`config.mk`:
```
export PLATFORM = sky130hd
export DESIGN_NAME = tff_count_sequencer
export DESIGN_NICKNAME = d
export VERILOG_FILES = /design/src/rtl/tff_count_sequencer.sv
export SDC_FILE = /design/constraint.sdc
export NUM_CORES = 1
export LEC_CHECK = 0
export ABC_AREA = 1
export CORE_MARGIN = 1.5
export CORE_UTILIZATION = 45
export CTS_CLUSTER_DIAMETER = 80
export DETAILED_ROUTE_END_ITERATION = 10
export HOLD_SLACK_MARGIN = 0.15
export PLACE_DENSITY = 0.81
export SYNTH_ARGS = -nofsm -noshare
export SYNTH_HDL_FRONTEND = slang
export SYNTH_SLANG_ARGS = --single-unit
```
`constraint.sdc`:
```
create_clock -name clk -period 1.85 [get_ports clk]
set_input_delay 0.4625 -clock clk [delete_from_list [all_inputs] [get_ports clk]]
set_output_delay 0.4625 -clock clk [all_outputs]
set_load 0.05 [all_outputs]
```
`src/rtl/tff_count_sequencer.sv`:
```
// Sequencer for a bank of WIDTH T-flops run as a bounded up/down counter.
// The bank is modelled here: count toggles by the t_en vector on each clock edge.
module tff_count_sequencer #(
    parameter int unsigned WIDTH = 4
) (
    input  logic             clk,
    input  logic             rst,
    input  logic             start,
    input  logic             stop,
    input  logic             dir,
    input  logic [WIDTH-1:0] limit,
    output logic [WIDTH-1:0] t_en,
    output logic [WIDTH-1:0] count,
    output logic [WIDTH-1:0] count_n,
    output logic             busy,
    output logic             done
);

    typedef enum logic [1:0] {StIdle, StRun, StPause, StDone} state_e;

    state_e           state_q, state_d;
    logic [WIDTH-1:0] count_q;
    logic             dir_q, dir_d;
    logic [WIDTH-1:0] limit_q, limit_d;

    logic [WIDTH-1:0] init_new;
    logic [WIDTH-1:0] endpoint;
    logic [WIDTH-1:0] up_tog;
    logic [WIDTH-1:0] dn_tog;

    assign init_new = dir ? '0 : limit;
    assign endpoint = dir_q ? limit_q : '0;

    // Ripple toggle chains: a bit flips when all lower bits are 1 (up) or 0 (down).
    always_comb begin
        up_tog    = '0;
        dn_tog    = '0;
        up_tog[0] = 1'b1;
        dn_tog[0] = 1'b1;
        for (int i = 1; i < int'(WIDTH); i++) begin
            up_tog[i] = up_tog[i-1] & count_q[i-1];
            dn_tog[i] = dn_tog[i-1] & ~count_q[i-1];
        end
    end

    always_comb begin
        state_d = state_q;
        t_en    = '0;
        dir_d   = dir_q;
        limit_d = limit_q;
        unique case (state_q)
            StIdle: begin
                if (start && !stop) begin
                    t_en    = count_q ^ init_new;
                    dir_d   = dir;
                    limit_d = limit;
                    state_d = StRun;
                end
            end
            StRun: begin
                if (stop) begin
                    state_d = StPause;
                end else if (count_q == endpoint) begin
                    state_d = StDone;
                end else begin
                    t_en = dir_q ? up_tog : dn_tog;
                end
            end
            StPause: begin
                if (stop) begin
                    state_d = StIdle;
                end else if (start) begin
                    state_d = StRun;
                end
            end
            StDone: begin
                state_d = StIdle;
            end
            default: begin
                state_d = StIdle;
            end
        endcase
    end

    always_ff @(posedge clk or posedge rst) begin
        if (rst) begin
            state_q <= StIdle;
            count_q <= '0;
            dir_q   <= 1'b0;
            limit_q <= '0;
        end else begin
            state_q <= state_d;
            count_q <= count_q ^ t_en;
            dir_q   <= dir_d;
            limit_q <= limit_d;
        end
    end

    assign count   = count_q;
    assign count_n = ~count_q;
    assign busy    = (state_q == StRun) || (state_q == StPause);
    assign done    = (state_q == StDone);

endmodule

```
==> results of run 1 <==
stage by stage:
step / hold slack, ns / area, um^2
after CTS: 0.480 / 1460
after detailed placement: 0.497 / 1250
after global placement: 0.490 / 1250
after floorplan: 0.315 / 853
Yosys cell counts (all sizes together):
cell type	count	area (um^2)
nand2	39	164
nand3	19	95.1
inv	16	60.1
dfrtp	11	275
o21ai	10	53.8
nor2	6	25.0
ha	4	50.1
a21oi	3	18.8
buf	2	22.5
clkbuf	1	3.75
xnor2	1	8.76
xor2	1	8.76
cell families after synthesis:
family | synth area share
compound gates | 0.0924
xor+xnor | 0.0223
fa+ha+maj | 0.0637
buf+inv | 0.110
flops | 0.350
simple gates | 0.361
repair_timing:
item	in CTS
cloned	0
pin swaps	16
endpoints found under the hold margin	0
gates resized for setup	29
endpoints found under the setup margin	4
setup buffers	10
==> impl_results.md, run 1 <==
* Library cells used by synthesis at 16
* Tool error: [ERROR DPL-0038] Utilization greater than 100%, impossible to legalize
* Pre-CTS WS at -0.341 ns
* H-tree depth at 1
* Std cell rows at 14
* Clock Sinks at 11
* Placed cells at 159
* CTS Buf Count at 3
* Yosys Warn Count at 0
* Status: stopped before the end
* Seq/Total Area, Yosys at 0.350
* Largest net degree at the start of global routing at 12
* Syn nets at 126
* Halt Stage: global routing (5_1_grt)
* Worst_ep kind: primary output
* Avg Inst Size Synth at 6.95 um^2
* I/O Pins at 23
* Clock Path Buffers at 2
* CTS Hold Bufs at 0
* GRT worst endpoint: t_en[0]
* Initial Util at 0.498
* Yosys reg bits at 11
* Clk root buf: clkbuf_4
* Post-DP HPWL at 1640 um
* Die Wd at 44.8 um
* Cells after Synth at 113
* RD Place Congestion at 0.810
* Die Y at 44.8 um
* Synthesized cell area at 786 um^2
* PortBufs at 22
==> inputs of run 2 (changes only) <==
==> config.mk (replaced) <==
export PLATFORM = sky130hd
export DESIGN_NAME = tff_count_sequencer
export DESIGN_NICKNAME = d
export VERILOG_FILES = /design/src/rtl/tff_count_sequencer.sv
export SDC_FILE = /design/constraint.sdc
export NUM_CORES = 1
export LEC_CHECK = 0
export ABC_AREA = 1
export CORE_AREA = 2 2 63 65
export DETAILED_ROUTE_END_ITERATION = 10
export DIE_AREA = 0 0 65 67
export PLACE_DENSITY_LB_ADDON = 0.15
export SYNTH_ARGS = -nofsm -noshare
export SYNTH_HDL_FRONTEND = slang
export SYNTH_SLANG_ARGS = --single-unit
==> impl_results.md, run 2 <==
* Slowest-stage cell, CP: dfrtp_2
* Pre-CTS WS at -0.283 ns
* First-pass detailed-route iteration total at 4
* RD Place Congestion at 0.791
* Via count at 903
* PortBufs at 22
* Avg Inst Size Synth at 6.95 um^2
* CP Capture Type: output pin
* Failing checks: setup timing
* Power, Total at 3.25 mW
* Per-cell routed wire length at 11.5 um
* Total GRT Usage at 0.126
* Overflow after GRT at 0
* Clk root buf: clkbuf_8
* Largest family of logic cells by synthesized area: simple AND/OR/NAND/NOR gates
* Max Cap Viol at 0
* Min Tclk post-route at 1.97 ns
* Cell area power density at 1980 mW/mm^2
* CTS Buf Count at 3
* EDFF count, synth at 0
* Compound-gate portion of the synthesized area at 0.0924
* Crit-path max cell delay at 0.42 ns
* Synth Flop Type: dfrtp_1
* Std cell rows at 22
* Commonest cells post-synth: 32 x nand2_1, 19 x nand3_1, 16 x inv_1
* Via density at 4.28
* Worst hold margin at 0.531 ns
* CTS tree: yes
* Async S/R FF share, synth at 1.00
* WP data arrival at 1.50 ns
* CP Class: flip-flop to output pin
* Fin cells at 211
* Post-DP HPWL at 1760 um
* Status: finished with violations
* Relative slew slack at 0.702
* Clock Path Buffers at 2
* CP required at 1.39 ns
* Clock Sinks at 11
* Synthesized cell area at 786 um^2
* Final WL at 2430 um
* Xor and xnor area share after synthesis at 0.0223
* Adder-cell area share of the yosys netlist at 0.0637
* Top cells by area, synth: dfrtp_1 35%, nand2_1 15%, nand3_1 12%
* Fmax at 508 MHz
* Fin. Hold Viols at 0
* Core Util, Final at 0.456
* I/O Pins at 23
* Seq/Total Area, Yosys at 0.350
* Core ar. at 0.00361 mm^2
* RSZ-0062 raised after global routing: yes
* Worst-path fanout max at 5
* Crit start category: flip-flop
* CTS Hold Bufs at 0
* Final setup margin at -0.117 ns
* First-pass GRT wire length at 4220 um
* DR iter-0 viols at 31
* H-tree depth at 1
* Final setup viols at 4
* Diode count at 0
* Routed Antenna Nets at 0
* Commonest non-fill, non-tap cells in the layout: 25 x nand2_1, 24 x buf_4, 12 x buf_12, 9 x nand2_2, 8 x nand3_1
* Cell accounting for the most synthesized area: dfrtp_1
* Drt drc at 0
* Die Wd at 65 um
* Initial Util at 0.218
* Worst path top cell family by delay: simple AND/OR/NAND/NOR gates
* Launch point of the critical path: dir_q$_DFFE_PP0P_
* Die area at 0.00436 mm^2
* Post-synthesis simple-gate area fraction at 0.361
* Yosys Warn Count at 0
* NumNets Final at 177
* Antenna violations before repair at 0
* Vias in the first global route at 945
* Pin slew with the least headroom to its limit at 0.446 ns
* Die Y at 67 um
* Cell chain of the critical path: buf_6 > nand3_2 > nand2_1 > nor2_2 > nand2_4 > nand3_2 > nand2_4 > buf_12
* Final setup TNS at -0.392 ns
* Cells after Synth at 113
* Hold WC Path Type: primary input to async pin
* Multiplexer share of the synthesized area at 0
* Clock Pin Slew Worst Setup and Hold Paths at 0.05 ns
* Pins Over Slew Limit at 0
* Largest net degree at the start of global routing at 12
* Syn nets at 126
* Clock Skews at 0.000395 ns
* Cell area after placement at 0.00131 mm^2
* Yosys top cell area share at 0.350
* Post-Layout Inst Area at 0.00165 mm^2
* Clk Latency, worst-skew pair at 0.23 ns
* Share of cells above drive strength 1 at 0.607
* Most numerous cell in the Yosys netlist: nand2_1
* Commonest non-fill, non-tap cell in the layout: nand2_1
* Placed cells at 193
* Peak supply drop at 1.16 mV
* Library cells used by synthesis at 16
* Yosys reg bits at 11
* Reg2reg start: dir_q$_DFFE_PP0P_
* Crit share post-route at 1.06
* Leakage power at 0.764 nW
* CP Buf/Inv Count at 2
* Syn-to-layout area delta at 109%
[run 2: layout make-up]
| type | count | area, um^2 |
|---|---|---|
| fillers | 349 | 1960 |
| multi-input cells | 83 | 621 |
| repair buffers | 49 | 559 |
| flip-flops and latches | 11 | 283 |
| inverters | 16 | 77.6 |
| well taps | 48 | 60.1 |
| clock buffers | 4 | 45.0 |
[run 2: logic make-up after synthesis]
group | count (synthesis)
compound gates | 13
xor+xnor | 2
fa+ha+maj | 4
buf+inv | 19
flops | 11
simple gates | 64
[run 2: repair_timing]
| item | in CTS | in global routing |
|---|---|---|
| setup endpoints to repair | 4 | 4 |
| resized for setup | 43 | 16 |
| cloned | 0 | 0 |
| pin swaps | 15 | 12 |
| buffers inserted | 11 | 3 |
[run 2: layer usage]
layer | track usage | vias up | wire, um
met3 | 0.0355 | 2 | 115
met5 | 0 | - | 0
li1 | - | 456 | -
met4 | 0.0239 | 0 | 12
met2 | 0.222 | 21 | 1230
met1 | 0.153 | 424 | 1060
[run 2: path summary, 6_finish.rpt]
check                                          to  cells after the start  slack (ns)
min reg2reg                limit_q[1]$_DFFE_PP0P_                      2        0.54
max                                       t_en[1]                      8       -0.12
max in group asynchronous      count[1]$_DFF_PP0_                      2        0.99
min                            count[0]$_DFF_PP0_                      2        0.53
min in group clk           limit_q[1]$_DFFE_PP0P_                      2        0.54
max reg2reg                    count[3]$_DFF_PP0_                      9        0.35
[run 2: where the power goes]
part | total (mW) | switching, mW | internal (mW)
Clock | 0.240 | 0.0886 | 0.151
Sequential | 0.536 | 0.165 | 0.372
Combinational | 2.48 | 1.34 | 1.14
No activity file was read; power rests on OpenSTA's default activity.
==> inputs of run 3 (changes only) <==
--- a/config.mk
+++ b/config.mk
@@ -7,6 +7,8 @@
 export LEC_CHECK = 0
 export ABC_AREA = 1
 export CORE_AREA = 2 2 63 65
+export CTS_BUF_LIST = sky130_fd_sc_hd__clkbuf_8
+export CTS_CLUSTER_SIZE = 10
 export DETAILED_ROUTE_END_ITERATION = 10
 export DIE_AREA = 0 0 65 67
 export PLACE_DENSITY_LB_ADDON = 0.15
==> impl_results.md, run 3 (same netlist as run 2, synthesis figures left out) <==
* Clock power share at 0.072
* Final setup viols at 4
* CP Class: flip-flop to output pin
* Combined area of the multi-input logic cells at 621 um^2
* CP Capture Type: output pin
* FF+latch area at 283 um^2
* P_sw at 1.60 mW
* Failing checks: setup timing
* Overflow after GRT at 0
* PortBufs at 22
* Fmax at 508 MHz
* Std cell rows at 22
* Relative slew slack at 0.702
* Min Tclk post-route at 1.97 ns
* CTS tree: yes
* Placed cells at 193
* Diode count at 0
* Antenna violations before repair at 0
* Slowest-stage cell, CP: dfrtp_2
* Syn-to-layout area delta at 109%
* Core ar. at 0.00361 mm^2
* Die Y at 67 um
* Die area at 0.00436 mm^2
* Die Wd at 65 um
* Clk root buf: clkbuf_8
* Via count at 903
* Post-DP HPWL at 1760 um
* Peak supply drop at 1.16 mV
* Comb power frac at 0.763
* RSZ-0062 raised after global routing: yes
* Initial Util at 0.218
* Fin cells at 211
* Clock Pin Slew Worst Setup and Hold Paths at 0.05 ns
* Sequential share of power at 0.165
* CP required at 1.39 ns
* Status: finished with violations
* Commonest non-fill, non-tap cells in the layout: 25 x nand2_1, 24 x buf_4, 12 x buf_12, 9 x nand2_2, 8 x nand3_1
* Hold WC Path Type: primary input to async pin
* Per-cell routed wire length at 11.5 um
* Crit-path max cell delay at 0.42 ns
* Crit share post-route at 1.06
* I/O Pins at 23
* Crit start category: flip-flop
* Cell chain of the critical path: buf_6 > nand3_2 > nand2_1 > nor2_2 > nand2_4 > nand3_2 > nand2_4 > buf_12
* DR iter-0 viols at 31
* CTS Buf Count at 3
* Largest net degree at the start of global routing at 12
* P_int at 1.65 mW
* Via density at 4.28
* First-pass detailed-route iteration total at 4
* Fin. Hold Viols at 0
* Clock Sinks at 11
* Worst hold margin at 0.530 ns
* Share of cells above drive strength 1 at 0.607
* Pre-CTS WS at -0.283 ns
* Max Cap Viol at 0
* Pin slew with the least headroom to its limit at 0.447 ns
* H-tree depth at 1
* Final WL at 2430 um
* Vias in the first global route at 945
* Final setup TNS at -0.392 ns
* Cell area power density at 1980 mW/mm^2
* Clock Path Buffers at 2
* NumNets Final at 177
* Sw frac at 0.491
* Pins Over Slew Limit at 0
* RD Place Congestion at 0.791
* Drt drc at 0
* Routed Antenna Nets at 0
* Commonest non-fill, non-tap cell in the layout: nand2_1
* Core Util, Final at 0.456
* Final setup margin at -0.117 ns
* Clk Latency, worst-skew pair at 0.23 ns
* Leakage power at 0.768 nW
* WP data arrival at 1.50 ns
* Fill count at 349
* First-pass GRT wire length at 4220 um
* Total GRT Usage at 0.126
* Worst-path fanout max at 5
* Clock Skews at 0.000906 ns
## run 3: final cells by class
cell class / count / area share
Clock buffer: 3 / 0.0251
Tap cell: 48 / 0.0365
Sequential cell: 11 / 0.172
Inverter: 16 / 0.0471
Multi-Input combinational cell: 83 / 0.377
Clock inverter: 1 / 0.00228
Timing Repair Buffer: 49 / 0.340
## run 3: worst paths after layout
| kind | to | startpoint | cells after the start | slack (ns) |
|---|---|---|---|---|
| setup / recovery | t_en[1] | dir_q$_DFFE_PP0P_ | 8 | -0.12 |
| hold / removal | count[0]$_DFF_PP0_ | rst | 2 | 0.53 |
| hold reg to reg | limit_q[1]$_DFFE_PP0P_ | limit_q[1]$_DFFE_PP0P_ | 2 | 0.54 |
| min in group clk | limit_q[1]$_DFFE_PP0P_ | limit_q[1]$_DFFE_PP0P_ | 2 | 0.54 |
| max in group asynchronous | count[1]$_DFF_PP0_ | rst | 2 | 0.98 |
| setup reg to reg | count[3]$_DFF_PP0_ | dir_q$_DFFE_PP0P_ | 9 | 0.35 |
## run 3: timing repair
item,in CTS,in global routing
gates resized for setup,43,16
setup endpoints to repair,4,4
hold buffers,0,0
pin swaps,15,12
buffers inserted,11,3
## run 3: critical path, delay by kind of cell (launching register included)
family        cells  cell delay, ns
buf+inv           2            0.28
flops             1            0.42
simple gates      6            0.55
## run 3: routing by layer
| layer | wire (um) | vias to the layer above | track usage | share of wire |
|---|---|---|---|---|
| li1 | - | 456 | - | - |
| met3 | 115 | 2 | 0.0355 | 0.047 |
| met2 | 1230 | 21 | 0.222 | 0.51 |
| met1 | 1060 | 424 | 0.153 | 0.44 |
| met4 | 12 | 0 | 0.0239 | 0.0049 |
| met5 | 0 | - | 0 | 0 |
## run 3: metrics by stage
step / area (um^2) / power (mW)
2_1_floorplan: 853 / 1.70
3_3_place_gp: 1310 / 2.51
3_5_place_dp: 1310 / 2.53
4_1_cts: 1560 / 3.14
5_1_grt: 1650 / 3.46
6_report: 1650 / 3.25
## run 3: power groups by stage
stage	clock network, mW	logic [mW]	registers [mW]
2_1_floorplan	0	1.07	0.637
3_3_place_gp	0	1.94	0.568
3_5_place_dp	0	1.96	0.571
4_1_cts	0.244	2.38	0.521
5_1_grt	0.251	2.65	0.551
6_report	0.235	2.48	0.536
==> inputs of run 4 (changes only) <==
--- a/config.mk
+++ b/config.mk
@@ -11,7 +11,9 @@
 export CTS_CLUSTER_SIZE = 10
 export DETAILED_ROUTE_END_ITERATION = 10
 export DIE_AREA = 0 0 65 67
+export MAX_ROUTING_LAYER = met4
 export PLACE_DENSITY_LB_ADDON = 0.15
+export SLEW_MARGIN = 30
 export SYNTH_ARGS = -nofsm -noshare
 export SYNTH_HDL_FRONTEND = slang
 export SYNTH_SLANG_ARGS = --single-unit
==> impl_results.md, run 4 (same netlist as run 2, synthesis figures left out) <==
* Worst hold margin at 0.531 ns
* Post-DP HPWL at 1760 um
* Peak supply drop at 1.16 mV
* Final WL at 2430 um
* Failing checks: setup timing
* Pre-CTS WS at -0.283 ns
* Final setup TNS at -0.390 ns
* Clk root buf: clkbuf_8
* Per-cell routed wire length at 11.5 um
* Std cell rows at 22
* Die area at 0.00436 mm^2
* Vias in the first global route at 943
* Die Wd at 65 um
* Clock Pin Slew Worst Setup and Hold Paths at 0.05 ns
* Largest net degree at the start of global routing at 12
* H-tree depth at 1
* Final setup margin at -0.116 ns
* Cell area power density at 1980 mW/mm^2
* Diode count at 0
* I/O Pins at 23
* CTS tree: yes
* Initial Util at 0.218
* CTS Buf Count at 3
* Die Y at 67 um
* CP required at 1.39 ns
* Crit share post-route at 1.06
* Final setup viols at 4
* Core ar. at 0.00361 mm^2
* Post-Layout Inst Area at 0.00165 mm^2
* Total GRT Usage at 0.130
* Fin. Hold Viols at 0
* Worst-path fanout max at 5
* Overflow after GRT at 0
* Leakage power at 0.768 nW
* Syn-to-layout area delta at 109%
* Clock Skews at 0.00102 ns
* Drt drc at 0
* Placed cells at 193
* Fin cells at 211
* Clock Path Buffers at 2
* Power, Total at 3.25 mW
* Fmax at 509 MHz
* Hold WC Path Type: primary input to async pin
* Commonest non-fill, non-tap cells in the layout: 25 x nand2_1, 24 x buf_4, 12 x buf_12, 9 x nand2_2, 8 x nand3_1
* First-pass detailed-route iteration total at 5
* DR iter-0 viols at 31
* Via density at 4.27
* Clock Sinks at 11
* Relative slew slack at 0.702
* Routed Antenna Nets at 0
* Commonest non-fill, non-tap cell in the layout: nand2_1
* WP data arrival at 1.50 ns
* Clk Latency, worst-skew pair at 0.23 ns
* RD Place Congestion at 0.802
* RSZ-0062 raised after global routing: yes
* NumNets Final at 177
* CP Capture Type: output pin
* Share of cells above drive strength 1 at 0.607
* Pins Over Slew Limit at 0
* Via count at 902
* Core Util, Final at 0.456
* Status: finished with violations
* Pin slew with the least headroom to its limit at 0.446 ns
* PortBufs at 22
* Antenna violations before repair at 0
* Crit start category: flip-flop
* Cell area after placement at 0.00131 mm^2
* First-pass GRT wire length at 4240 um
* CP Class: flip-flop to output pin
* Max Cap Viol at 0
* CTS Hold Bufs at 0
* Min Tclk post-route at 1.97 ns
run 4: cell counts in the layout (fill, tap and decap cells not counted):
No cell type changed its count.
run 4: repair_timing:
item / CTS / global route
cloned: 0 / 0
resized for setup: 43 / 16
setup endpoints to repair: 4 / 4
pin swaps: 15 / 12
setup buffers: 11 / 3
run 4: worst paths after layout:
kind | to | startpoint | depth (start not counted) | slack [ns]
worst max-delay path | t_en[1] | dir_q$_DFFE_PP0P_ | 8 | -0.12
worst min-delay path | count[0]$_DFF_PP0_ | rst | 2 | 0.53
worst max register to register | count[3]$_DFF_PP0_ | dir_q$_DFFE_PP0P_ | 9 | 0.35
worst min register to register | limit_q[1]$_DFFE_PP0P_ | limit_q[1]$_DFFE_PP0P_ | 2 | 0.54
max in group asynchronous | count[1]$_DFF_PP0_ | rst | 2 | 0.98
min in group clk | limit_q[1]$_DFFE_PP0P_ | limit_q[1]$_DFFE_PP0P_ | 2 | 0.54
run 4: per-layer routing:
layer / part of all wire / GRT usage
met2: 0.51 / 0.222
met4: 0.0049 / 0.0239
met1: 0.44 / 0.155
met3: 0.050 / 0.0338
met5: 0 / -
run 4: layout make-up:
class	count	area, um^2
fillers	349	1960
well taps	48	60.1
flip-flops and latches	11	283
clock buffers	3	41.3
inverters	16	77.6
multi-input cells	83	621
repair buffers	49	559
clock inverters	1	3.75
run 4: power by group:
part | switching (mW) | leakage [nW] | internal (mW) | total [mW]
clock | 0.0878 | 0.0269 | 0.146 | 0.233
sequential | 0.164 | 0.129 | 0.372 | 0.536
combinational | 1.34 | 0.612 | 1.14 | 2.48
total | 1.60 | 0.768 | 1.65 | 3.25
run 4: worst max-delay path: stages, from the launching register on:
cell,delay (ns)
dfrtp_2,0.42
buf_6,0.14
nand3_2,0.06
nand2_1,0.06
nor2_2,0.15
nand2_4,0.10
nand3_2,0.12
nand2_4,0.06
buf_12,0.14
